## config.mk

```make
export PLATFORM = sky130hd
export DESIGN_NAME = fetch_unit
export DESIGN_NICKNAME = d
export VERILOG_FILES = /design/src/rtl/riscv_pkg.sv /design/src/rtl/fetch_buffer.sv /design/src/rtl/fetch_unit.sv
export SDC_FILE = /design/constraint.sdc
export NUM_CORES = 1
export LEC_CHECK = 0
export ABC_AREA = 1
export BUFFER_PORTS_ARGS = -buffer_cell sky130_fd_sc_hd__buf_4
export CAP_MARGIN = 20
export CORE_ASPECT_RATIO = 1.2
export CORE_MARGIN = 2
export CORE_UTILIZATION = 45
export DETAILED_ROUTE_END_ITERATION = 8
export PLACE_DENSITY = 0.66
export SETUP_SLACK_MARGIN = 0.1
export SLEW_MARGIN = 20
export SYNTH_ARGS = -nofsm -noshare
export SYNTH_HDL_FRONTEND = slang
export SYNTH_SLANG_ARGS = --single-unit
```

## constraint.sdc

```tcl
create_clock -name clk -period 2.07 [get_ports clk]
set_input_delay 0.414 -clock clk [delete_from_list [all_inputs] [get_ports clk]]
set_output_delay 0.414 -clock clk [all_outputs]
set_load 0.005 [all_outputs]
```

## src/rtl/riscv_pkg.sv

```systemverilog
// Shared fetch-side types and constants.
// Imported by fetch_unit and fetch_buffer.
package riscv_pkg;

    typedef enum logic [1:0] {
        HOLD,
        RUN,
        FLUSH
    } fetch_state_t;

    localparam logic [31:0] NOP_INST     = 32'h0000_0013;
    localparam logic [31:0] RESET_PC_DEF = 32'h4000_0000;

endpackage

```

## src/rtl/fetch_buffer.sv

```systemverilog
// Two-entry {pc, inst} FIFO between fetch and decode.
// An empty head presents pc=0 and a NOP.
module fetch_buffer
    import riscv_pkg::*;
#(
    parameter int AWIDTH = 32
) (
    input  logic              clk,
    input  logic              rst_n,
    input  logic              push,
    input  logic              pop,
    input  logic              flush,
    input  logic [AWIDTH-1:0] push_pc,
    input  logic [31:0]       push_inst,
    output logic [AWIDTH-1:0] head_pc,
    output logic [31:0]       head_inst,
    output logic              full,
    output logic              empty,
    output logic [1:0]        count
);

    logic [AWIDTH-1:0] pc_q   [2];
    logic [31:0]       inst_q [2];
    logic              rd_ptr;
    logic              wr_ptr;
    logic              do_push;
    logic              do_pop;

    assign full    = (count == 2'd2);
    assign empty   = (count == 2'd0);
    assign do_pop  = pop && !empty;
    // Push into a full FIFO is legal only when the head leaves in the same cycle.
    assign do_push = push && (!full || do_pop);

    always_ff @(posedge clk or negedge rst_n) begin
        if (!rst_n) begin
            rd_ptr <= 1'b0;
            wr_ptr <= 1'b0;
            count  <= 2'd0;
            for (int i = 0; i < 2; i++) begin
                pc_q[i]   <= '0;
                inst_q[i] <= NOP_INST;
            end
        end else if (flush) begin
            rd_ptr <= 1'b0;
            wr_ptr <= 1'b0;
            count  <= 2'd0;
        end else begin
            if (do_push) begin
                pc_q[wr_ptr]   <= push_pc;
                inst_q[wr_ptr] <= push_inst;
                wr_ptr         <= ~wr_ptr;
            end
            if (do_pop) begin
                rd_ptr <= ~rd_ptr;
            end
            count <= count + {1'b0, do_push} - {1'b0, do_pop};
        end
    end

    assign head_pc   = empty ? '0 : pc_q[rd_ptr];
    assign head_inst = empty ? NOP_INST : inst_q[rd_ptr];

endmodule

```

## src/rtl/fetch_unit.sv

```systemverilog
// Instruction fetch: sequential PC, redirect flush, 2-entry output buffer.
// Define FETCH_MISALIGN_CHECK_EN to add the sticky misalign flag.
module fetch_unit
    import riscv_pkg::*;
#(
    parameter int                AWIDTH   = 32,
    parameter logic [AWIDTH-1:0] RESET_PC = AWIDTH'(RESET_PC_DEF)
) (
    input  logic              clk,
    input  logic              rst_n,
    output logic [AWIDTH-1:0] imem_addr,
    output logic              imem_en,
    input  logic [31:0]       imem_rdata,
    input  logic              redirect,
    input  logic [AWIDTH-1:0] redirect_pc,
    output logic              out_valid,
    input  logic              out_ready,
    output logic [AWIDTH-1:0] out_pc,
    output logic [31:0]       out_inst
`ifdef FETCH_MISALIGN_CHECK_EN
    ,
    output logic              misalign
`endif
);

    fetch_state_t      state;
    logic [AWIDTH-1:0] pc;
    logic [AWIDTH-1:0] pend_pc;
    logic [AWIDTH-1:0] tgt;
    logic              pend;
    logic              pend_run;
    logic              live;
    logic              take;
    logic              stop;
    logic              room;
    logic              push;
    logic              pop;
    logic              full;
    logic              empty;
    logic [1:0]        count;

    assign live = (state != HOLD);
    assign take = redirect && live;

`ifdef FETCH_MISALIGN_CHECK_EN
    logic bad;
    assign bad  = take && (redirect_pc[1:0] != 2'b00);
    assign tgt  = redirect_pc;
    assign stop = misalign;
`else
    assign tgt  = redirect_pc & ~AWIDTH'(3);
    assign stop = 1'b0;
`endif

    // A response only counts toward occupancy when it will be kept.
    assign pend_run = pend && (state == RUN);
    assign pop      = out_ready && !empty;
    assign push     = pend_run && !take;

    always_comb begin
        room = 1'b0;
        if (pop) begin
            room = !full || !pend_run;
        end else begin
            room = ({1'b0, count} + {2'b00, pend_run}) < 3'd2;
        end
    end

    assign imem_en   = live && !stop && room;
    assign imem_addr = pc;
    assign out_valid = !empty;

    always_ff @(posedge clk or negedge rst_n) begin
        if (!rst_n) begin
            state   <= HOLD;
            pc      <= RESET_PC;
            pend    <= 1'b0;
            pend_pc <= '0;
`ifdef FETCH_MISALIGN_CHECK_EN
            misalign <= 1'b0;
`endif
        end else begin
            pend <= imem_en;
            if (imem_en) begin
                pend_pc <= pc;
            end
            case (state)
                HOLD:       state <= RUN;
                RUN, FLUSH: state <= (take && imem_en) ? FLUSH : RUN;
                default:    state <= HOLD;
            endcase
            if (take) begin
                pc <= tgt;
            end else if (imem_en) begin
                pc <= pc + AWIDTH'(4);
            end
`ifdef FETCH_MISALIGN_CHECK_EN
            if (bad) begin
                misalign <= 1'b1;
            end
`endif
        end
    end

    fetch_buffer #(
        .AWIDTH(AWIDTH)
    ) u_buf (
        .clk      (clk),
        .rst_n    (rst_n),
        .push     (push),
        .pop      (pop),
        .flush    (take),
        .push_pc  (pend_pc),
        .push_inst(imem_rdata),
        .head_pc  (out_pc),
        .head_inst(out_inst),
        .full     (full),
        .empty    (empty),
        .count    (count)
    );

endmodule
```

==> run summary <==
final worst slack: 0.0676 ns
Nets: 1398
total track usage: 21.4%
share of async-settable or async-resettable flops after synthesis: 100%
Final Hold Violating Endpoints: 0
Root Driver: clkbuf_16
post-synthesis sequential area ratio: 52.4%
cts bufs inserted: 17
Most used DFF post-synth: dfrtp_1
# setup viols final: 0
Synth top area share: 50.4%
Syn-to-layout area delta: 28.3%
crit-path max FO: 11
vias in the first global route: 7277
Fin Setup TNS: 0 ns
Initial Util: 45.4%
WL final: 23400 µm
hold depth: 3
Post-Syn Instances: 1168
reg2reg end: imem_addr[30]
worst hold path type: in2reg
layout cells sized above 1: 23.0%
io pins: 166
nature of the critical path endpoint: primary output
initial antenna violation count: 0
FF-to-FF setup slack: 0.22 ns
Worst Path Arrival: 1.59 ns
remaining global-route overflow: 0
worst-skew pair later-pin latency: 0.43 ns
CTS H-Tree Depth: 4
Worst Min Path Start: redirect_pc[14]
LEAKAGE: 0.00569 µW
Synth Warn #: 0
Post-synth EDFFs: 0
Worst Hold End: imem_addr[14]
crit share post-route: 96.7%
smallest hold slack: 0.191 ns
via count: 7943
# rows: 57
Placer Congestion: 0.875
Avg Synthesized Cell Area: 7.82 µm²
Clock Path Buffers: 2
synth top area cells: dfrtp_1 (50%), nand2_1 (18%), o21ai_0 (5.2%)
status: finished, final reports clean
Die Area: 0.0215 mm²
r2r startpoint: imem_addr[2]
average routed wire per standard cell: 14.6 µm
hpwl dp: 15200 µm
pwr dens: 1540 mW/mm²
DRC viols: 0
ANT nets after route: 0
fmax: 499 MHz
Final Skew: 0.0163 ns
worst setup path category: reg2out
Fillers: 1899
die width: 134 µm
maximum VDD drop: 764 µV
Startpoint Class: flop
cell area after synthesis: 0.00913 mm²
Final Max Slew Viols: 0
first-pass GRT wire length: 36700 µm
Synth area leader: dfrtp_1
Worst EP required: 1.66 ns
CTS tree: yes
drt initial violations: 381
dpl ws: 0.234 ns
die height: 160 µm
Worst-path clk slew: 0.07 ns
Via-to-Cell Ratio: 4.96
max-capacitance violation count: 0
post-synth cell types: 35
worst reg-to-reg path cell count: 10
final period demand of the worst path: 2.00 ns
Core ar.: 0.0201 mm²
Port Buffers: 159
pin count of the biggest net entering global routing: 79
unrepaired setup endpoints after global routing: yes
ANT cells: 0
FF+latch count, synth: 191
DRT Pass-1 Iters: 4
clock sink count: 191
area by class of cell:
class                   count  area, µm²  share of cell area [%]
clock inverters            12        135                    1.15
inverters                 108        414                    3.54
clock buffers              20        437                    3.73
multi-input cells         807       3840                    32.8
flip-flops and latches    191       4790                    40.9
repair buffers            199       1760                    15.1
well taps                 265        332                    2.83
repair_timing:
item,4_1_cts,5_1_grt
endpoints found under the setup margin,47,79
endpoints found under the hold margin,52,0
buffers inserted,4,2
hold buffers,1,0
gates resized for setup,33,51
pin swaps,2,14
cloned,2,3
cell usage in the layout, fill, tap and decap left out, types with 3 or more instances in the layout:
cell,synthesis,final
o21ai_1,68,68
ha_1,6,4
xor2_1,5,5
clkbuf_16,0,20
o21ai_2,3,3
a21oi_1,63,33
nand2_4,1,17
clkbuf_1,22,3
buf_12,0,11
buf_6,7,4
conb_1,1,4
clkinvlp_4,0,5
clkinv_4,0,3
o21ai_0,95,95
nand2_1,436,419
nor2_2,4,5
inv_1,104,102
a21oi_2,0,30
nand2_2,2,3
o211ai_1,7,7
dfstp_2,7,7
dfrtp_1,184,183
inv_2,4,4
buf_4,14,175
nor2_4,3,3
nor2_1,48,47
nand4_1,4,4
nand3_1,48,47
synth_stat cells, types with 10 or more instances:
| master | count |
|---|---|
| a21oi_1 | 63 |
| inv_1 | 104 |
| buf_2 | 10 |
| nand2_1 | 436 |
| o21ai_1 | 68 |
| clkbuf_1 | 22 |
| buf_4 | 14 |
| o21ai_0 | 95 |
| nor2_1 | 48 |
| dfrtp_1 | 184 |
| nand3_1 | 48 |
| buf_1 | 10 |
cells by family after synthesis:
group,Yosys count,synth area share (%)
AOI/OAI and AO/OA,238,13.4
other,1,0.0411
xor gates and xnor gates,6,0.575
and+or+nand+nor,553,24.2
DFF,191,52.4
buffers and inverters,173,8.54
adders and majority gates,6,0.822
critical path, cell delays in order, from the launching register on:
cell and delay, ns:
dfrtp_2 0.46, clkinv_4 0.11, buf_12 0.13, clkbuf_16 0.16, nand2_1 0.05, a21oi_1 0.12
buf_4 0.14
power breakdown:
part / switching [µW] / leakage [µW] / internal [µW]
combinational: 4590 / 0.00302 / 3560
sequential: 1210 / 0.00240 / 5470
clock: 1420 / 0.000267 / 1790
state kept, by name, summed over array words and instances, names as in the netlist:
signal	cells
u_buf.wr_ptr	1
imem_addr	30
u_buf.rd_ptr	1
pend	1
u_buf.pc_q	60
pend_pc	30
u_buf.inst_q	64
u_buf.count	2
state	2
worst max path at each step:
stage,startpoint,end,depth (start not counted)
6_report,u_buf.rd_ptr,out_pc[19],6
5_1_grt,u_buf.rd_ptr,out_pc[14],6
4_1_cts,state[1],imem_en,8
3_5_place_dp,state[1],imem_en,8
3_3_place_gp,out_ready,imem_en,8
2_1_floorplan,u_buf.count[1],out_pc[21],4
metrics by stage:
stage	util (%)	area (µm²)	total power, µW	instances
finish	58.2	11700	18000	1602
global route	58.2	11700	19500	1602
CTS	56.8	11400	17700	1597
detailed placement	52.8	10600	13900	1558
global placement	52.8	10600	13700	1558
floorplan	-	9140	11000	1171
layer usage:
layer  GRT usage [%]  wire, µm  up-vias
li1                -         -     4002
met1            28.7     10500     3703
met2            35.5     11300      199
met3            2.79       906       39
met4            8.09       648        0
met5               0         0        -
No activity file was read; power rests on OpenSTA's default activity.
